===== src/rtl/iuq_rn_ptr_track_pkg.sv =====
// Shared definitions for the rename ring pointer tracker.
// Pointers are big-endian vectors [0:SIZE-1]: bit 0 is the wrap bit, the rest is the index.
package iuq_rn_ptr_track_pkg;

    localparam int unsigned WRAP_POS = 0;
    localparam int unsigned IDX_LSB  = 1;

    localparam int DEFAULT_SIZE  = 7;
    localparam int DEFAULT_DEPTH = 40;

    // Per-cycle step counts are 2 bits wide; 3 is not a legal step.
    typedef enum logic [1:0] {
        STEP_NONE    = 2'd0,
        STEP_ONE     = 2'd1,
        STEP_TWO     = 2'd2,
        STEP_ILLEGAL = 2'd3
    } step_cnt_t;

endpackage


===== src/rtl/iuq_rn_map_dec.sv =====
// Wrapping pointer decrement by 0..2 on a ring of DEPTH entries.
module iuq_rn_map_dec
    import iuq_rn_ptr_track_pkg::*;
#(
    parameter int SIZE  = DEFAULT_SIZE,
    parameter int DEPTH = DEFAULT_DEPTH
) (
    input  logic [0:1]      dec,
    input  logic [0:SIZE-1] i,
    output logic [0:SIZE-1] o
);

    localparam int IW = SIZE - 1;
    localparam logic [SIZE-1:0] DEPTH_S = DEPTH[SIZE-1:0];

    logic [IW-1:0]   idx;
    logic [SIZE-1:0] wrapped;

    // Step back within the ring, toggling the wrap bit when crossing index 0.
    always_comb begin
        idx     = i[IDX_LSB:SIZE-1];
        wrapped = {1'b0, idx} + DEPTH_S - SIZE'(dec);
        if (idx >= IW'(dec)) begin
            o = {i[WRAP_POS], idx - IW'(dec)};
        end else begin
            o = {~i[WRAP_POS], wrapped[IW-1:0]};
        end
    end

endmodule


===== src/rtl/iuq_rn_ptr_track.sv =====
// Release/allocation pointer tracker for the rename free-list ring.
// All outputs are registered and reflect the inputs of the previous cycle.
module iuq_rn_ptr_track
    import iuq_rn_ptr_track_pkg::*;
#(
    parameter int SIZE  = DEFAULT_SIZE,
    parameter int DEPTH = DEFAULT_DEPTH
) (
    input  logic            nclk,
    input  logic            rst,
    input  logic [0:1]      alloc_cnt,
    input  logic [0:1]      unalloc_cnt,
    input  logic [0:1]      rel_cnt,
    input  logic            flush,
    output logic [0:SIZE-1] head,
    output logic [0:SIZE-1] tail,
    output logic [0:SIZE-1] occ,
    output logic [0:SIZE-1] free,
    output logic            empty,
    output logic            full,
    output logic            alloc_ok,
    output logic            err
);

    localparam int IW = SIZE - 1;
    localparam logic [SIZE-1:0] DEPTH_S = DEPTH[SIZE-1:0];

    logic [1:0]      rel_eff, alloc_eff, unalloc_eff;
    logic            rel_ill, alloc_ill, unalloc_ill;
    logic [SIZE-1:0] occ_after_rel;
    logic [0:SIZE-1] tail_next, head_next, head_dec;
    logic [SIZE-1:0] occ_next, free_next;
    logic            err_next;

    function automatic logic [0:SIZE-1] ptr_inc(input logic [0:SIZE-1] p, input logic [1:0] n);
        logic [SIZE-1:0] sum;
        sum = {1'b0, p[IDX_LSB:SIZE-1]} + SIZE'(n);
        if (sum >= DEPTH_S) ptr_inc = {~p[WRAP_POS], IW'(sum - DEPTH_S)};
        else                ptr_inc = {p[WRAP_POS], IW'(sum)};
    endfunction

    function automatic logic [SIZE-1:0] ptr_occ(input logic [0:SIZE-1] h, input logic [0:SIZE-1] t);
        ptr_occ = {1'b0, h[IDX_LSB:SIZE-1]}
                + ((h[WRAP_POS] ^ t[WRAP_POS]) ? DEPTH_S : '0)
                - {1'b0, t[IDX_LSB:SIZE-1]};
    endfunction

    iuq_rn_map_dec #(.SIZE(SIZE), .DEPTH(DEPTH)) u_head_dec (
        .dec (unalloc_eff),
        .i   (head),
        .o   (head_dec)
    );

    // Next tail/head and the protocol-error conditions, all judged against registered occ/free.
    always_comb begin
        rel_ill     = step_cnt_t'(rel_cnt) == STEP_ILLEGAL;
        alloc_ill   = step_cnt_t'(alloc_cnt) == STEP_ILLEGAL;
        unalloc_ill = step_cnt_t'(unalloc_cnt) == STEP_ILLEGAL;
        rel_eff     = rel_ill ? 2'd0 : rel_cnt;
        alloc_eff   = alloc_ill ? 2'd0 : alloc_cnt;
        unalloc_eff = unalloc_ill ? 2'd0 : unalloc_cnt;
        err_next    = err | rel_ill;
        head_next   = head;

        if (SIZE'(rel_eff) > occ) begin
            err_next      = 1'b1;
            tail_next     = head;
            occ_after_rel = '0;
        end else begin
            tail_next     = ptr_inc(tail, rel_eff);
            occ_after_rel = occ - SIZE'(rel_eff);
        end

        if (flush) begin
            head_next = tail_next;
        end else begin
            if (alloc_ill || unalloc_ill) err_next = 1'b1;
            if (unalloc_eff != 2'd0) begin
                if (alloc_eff != 2'd0) err_next = 1'b1;
                if (SIZE'(unalloc_eff) > occ_after_rel) begin
                    err_next  = 1'b1;
                    head_next = tail_next;
                end else begin
                    head_next = head_dec;
                end
            end else if (SIZE'(alloc_eff) > free) begin
                err_next = 1'b1;
            end else begin
                head_next = ptr_inc(head, alloc_eff);
            end
        end

        occ_next  = ptr_occ(head_next, tail_next);
        free_next = DEPTH_S - occ_next;
    end

    // Register pointers and derived status flags.
    always_ff @(posedge nclk or posedge rst) begin
        if (rst) begin
            head     <= '0;
            tail     <= '0;
            occ      <= '0;
            free     <= DEPTH_S;
            empty    <= 1'b1;
            full     <= 1'b0;
            alloc_ok <= 1'b1;
            err      <= 1'b0;
        end else begin
            head     <= head_next;
            tail     <= tail_next;
            occ      <= occ_next;
            free     <= free_next;
            empty    <= occ_next == '0;
            full     <= occ_next == DEPTH_S;
            alloc_ok <= free_next >= SIZE'(2);
            err      <= err_next;
        end
    end

endmodule


===== config.mk =====
export PLATFORM = sky130hd
export DESIGN_NAME = iuq_rn_ptr_track
export DESIGN_NICKNAME = d
export VERILOG_FILES = /design/src/rtl/iuq_rn_ptr_track_pkg.sv /design/src/rtl/iuq_rn_map_dec.sv /design/src/rtl/iuq_rn_ptr_track.sv
export SDC_FILE = /design/constraint.sdc
export NUM_CORES = 1
export LEC_CHECK = 0
export ABC_CLOCK_PERIOD_IN_PS = 6500
export CORE_AREA = 4 4 105 107
export CTS_CLUSTER_DIAMETER = 80
export DETAILED_ROUTE_END_ITERATION = 8
export DIE_AREA = 0 0 109 111
export SYNTH_ARGS = -nofsm -noshare
export SYNTH_HDL_FRONTEND = slang
export SYNTH_SLANG_ARGS = --single-unit

===== constraint.sdc =====
create_clock -name nclk -period 6.5 [get_ports nclk]
set_clock_uncertainty 0.05 [all_clocks]
set_input_delay 0.65 -clock nclk [delete_from_list [all_inputs] [get_ports nclk]]
set_output_delay 0.65 -clock nclk [all_outputs]
set_load 0.01 [all_outputs]

==> flow_summary.ini, run 1 <==
[outcome]
status = complete, no violations

[critical_path]
critPathBufInv = 3
critPathLaunch = rel_cnt[1]
crit_path_max_fanout = 5
worstPathCellList = clkdlybuf4s50_1 > nor2b_1 > ha_1 > inv_1 > fa_1 > nand3b_1 > xor2_1 > ha_1 > mux2_2 > o32ai_2 > nor2_1 > xnor3_1 > nand2_1 > mux2i_1 > fa_1 > inv_1 > ha_1 > a21o_1 > a21oi_1 > xnor2_1 > o21ai_0 > xnor2_1 > or4_1
r2r_start = free[6]
cpMostUsedCell = ha_1
endpoint_kind = register
critical_path_class = in -> reg
slowest_delay_ps = 490
cp_top_family = adder cells
cp_slowest_cell = clkdlybuf4s50_1
required_ps = 6660
cp.arrival_ps = 6200
critPathLaunchType = primary input

[final_layout]
syn_to_final_growth_pct = 23.2
finalInstanceArea_um2 = 3680
diodes = 0
final_nets = 430
drive_gt1_frac = 0.0880

[global_routing]
grt_max_degree = 32
gr-total-overflow = 0
grt_pass1_wl_um = 12600
grt.total_usage = 0.130
first_global_vias = 2555
grt_antenna_before_repair = 0

[floorplanning]
dieArea_um2 = 12100
num_rows = 37
chipHeight_um = 111
core_um2 = 10100
start_util = 0.294
die_x_um = 109
ios = 41

[sta]
slew_viol_final = 0
rsz0062_at_grt = no
fin_crit_sh = 0.931
worst_pin_slew_ps = 739
setup_tns_ps = 0
hold_violations = 0
setup_violations = 0
fmax_ghz = 0.165
finalCriticalPeriod_ps = 6050
slew_headroom = 0.504

[synthesis]
syn_area_um2 = 2980
syn_inst = 329
ys_ff_latch = 31
synth_warnings = 0
postSynth.asyncResetShare = 1.00
synthFlopType = dfrtp_1
syn-num-nets = 385
synth.distinct_cells = 64
syn_avg_cell_area_um2 = 9.07
ys_seq_area_frac = 0.262
synth_edf_count = 0

[route]
routed_wl_um = 7420
wl_per_cell_um = 14.5
route.vias.total = 2478
viasPerCell = 4.85
drt_iter0_markers = 84
dr.pass1.iters = 5
drc = 0
ant_nets = 0

[flow_run]
drv_cap = 0

[clocking]
clk_latency_ps = 290
cts_sinks = 31
cts_tree = built
cts_made_buffers = 5
cts-root-buf = clkbuf_8
cts_setup_buffers = 0
cts.path.max_buffers = 2
ctsHtreeMaxLevel = 2
clk_pin_slew_ps = 70

[placed_design]
place_area_um2 = 3560
io_buffer_count = 40
hpwlAfterDp_um = 6110
place_congestion = 0.843

[worst_hold_path]
hp-class = reg -> reg
holdCritStartpoint = err
==> cell usage after synthesis, drive strengths merged (2+ instances only) <==
| library cell | instances | area (um^2) |
|---|---|---|
| dfstp | 4 | 105 |
| dfrtp | 27 | 676 |
| mux2i | 8 | 80.1 |
| or4 | 2 | 15.0 |
| xnor2 | 18 | 165 |
| o211ai | 3 | 22.5 |
| o31ai | 2 | 15.0 |
| nand3 | 5 | 25.0 |
| a21o | 3 | 22.5 |
| a2bb2oi | 2 | 17.5 |
| o221ai | 4 | 35.0 |
| nor2 | 12 | 45.0 |
| o21ai | 19 | 106 |
| nor3 | 9 | 45.0 |
| clkbuf | 7 | 28.8 |
| a211oi | 3 | 22.5 |
| buf | 2 | 18.8 |
| nand2 | 25 | 93.8 |
| nand2b | 8 | 50.1 |
| o21bai | 2 | 15.0 |
| a22o | 2 | 17.5 |
| inv | 53 | 201 |
| a21oi | 14 | 70.1 |
| nor3b | 3 | 22.5 |
| ha | 39 | 488 |
| a22oi | 2 | 15.0 |
| mux2 | 3 | 37.5 |
| and2 | 2 | 12.5 |
| fa | 8 | 160 |
| nor2b | 7 | 43.8 |
| o211a | 2 | 20.0 |
| nor4 | 2 | 27.5 |
| xor2 | 5 | 43.8 |
==> logic make-up (layout without fill, tap and decap cells) <==
logic type | Yosys count | in the layout | share of synthesized area
buffers and inverters | 62 | 108 | 0.0835
AOI/OAI and AO/OA | 71 | 71 | 0.169
xor gates and xnor gates | 24 | 24 | 0.0776
and+or+nand+nor | 83 | 83 | 0.151
DFF | 31 | 31 | 0.262
muxes | 11 | 11 | 0.0394
adders and majority gates | 47 | 47 | 0.217
==> metal layers <==
layer | wire length, um | global-route usage | vias up
li1 | - | - | 1228
met1 | 3500 | 0.177 | 1201
met2 | 3580 | 0.210 | 39
met3 | 221 | 0.0198 | 10
met4 | 112 | 0.0412 | 0
met5 | 0 | 0 | -
==> path summary, 6_finish.rpt <==
check | end | cells past startpoint | slack (ps)
max | alloc_ok | 23 | 450
max reg2reg | alloc_ok | 21 | 970
min reg2reg | err | 2 | 460
min | err | 2 | 460
max in group asynchronous | free[1] | 3 | 5390
min in group asynchronous | occ[4] | 3 | 690
==> per-stage QoR <==
stage | util | std cells | setup slack (ps) | hold WS, ps
5_1_grt | 0.363 | 511 | 9.41 | 500
3_3_place_gp | 0.351 | 503 | 243 | 428
3_5_place_dp | 0.351 | 503 | 131 | 454
2_1_floorplan | - | 329 | 818 | 474
4_1_cts | 0.363 | 511 | 401 | 468
6_report | 0.363 | 511 | 452 | 463
==> state kept, by name, indices dropped and copies added, names as in the netlist <==
register	count
free	7
head	7
tail	7
occ	6
alloc_ok	1
empty	1
err	1
full	1
==> area by class of cell <==
type,count,area (um^2)
Clock inverter,2,35.0
Timing Repair Buffer,47,453
Inverter,53,201
Fill cell,1025,6460
Sequential cell,31,781
Multi-Input combinational cell,236,1950
Clock buffer,6,82.6
Tap cell,136,170
==> timing repair <==
action | in CTS | in global routing
resized for setup | 0 | 1
endpoints found under the hold margin | 0 | 0
setup endpoints to repair | 0 | 1
hold buffers | 0 | 0
==> layout by cell type (no fill, tap or decap), types with 3 or more instances in the layout <==
| cell type | n |
|---|---|
| mux2i_1 | 8 |
| nand3_1 | 5 |
| xor2_1 | 5 |
| a211oi_1 | 3 |
| o21ai_0 | 16 |
| buf_4 | 7 |
| ha_1 | 39 |
| a21oi_1 | 14 |
| nor3b_1 | 3 |
| o211ai_1 | 3 |
| dfrtp_1 | 27 |
| clkdlybuf4s50_1 | 40 |
| nor2_1 | 12 |
| nor3_1 | 9 |
| o221ai_1 | 4 |
| clkbuf_8 | 6 |
| nand2_1 | 25 |
| nand2b_1 | 8 |
| xnor2_1 | 17 |
| a21o_1 | 3 |
| dfstp_2 | 4 |
| inv_1 | 50 |
| nor2b_1 | 7 |
| fa_1 | 8 |
==> worst reg2reg max path: cells and delay by family, from the launching register on <==
kind	cells	cell delay (ps)
adder cells (fa/ha/maj)	5	1680
buffers and inverters	2	160
multiplexers	1	280
AO/OA/AOI/OAI	5	1010
AND/OR/NAND/NOR	6	1360
flip-flops	1	460
XOR/XNOR	2	430
Power of run 1 is not shown: default switching activity piles up to over one toggle a cycle in this logic, so the estimate is an artifact.
==> inputs of run 2 (changes only) <==
--- a/config.mk
+++ b/config.mk
@@ -10,6 +10,7 @@
 export CTS_CLUSTER_DIAMETER = 80
 export DETAILED_ROUTE_END_ITERATION = 8
 export DIE_AREA = 0 0 109 111
+export HOLD_SLACK_MARGIN = 0.02
 export SYNTH_ARGS = -nofsm -noshare
 export SYNTH_HDL_FRONTEND = slang
 export SYNTH_SLANG_ARGS = --single-unit
==> results of run 2 <==
No change in the layout: final DEF, timing and power equal those of run 1.
Power of run 2 is left out for the same reason.
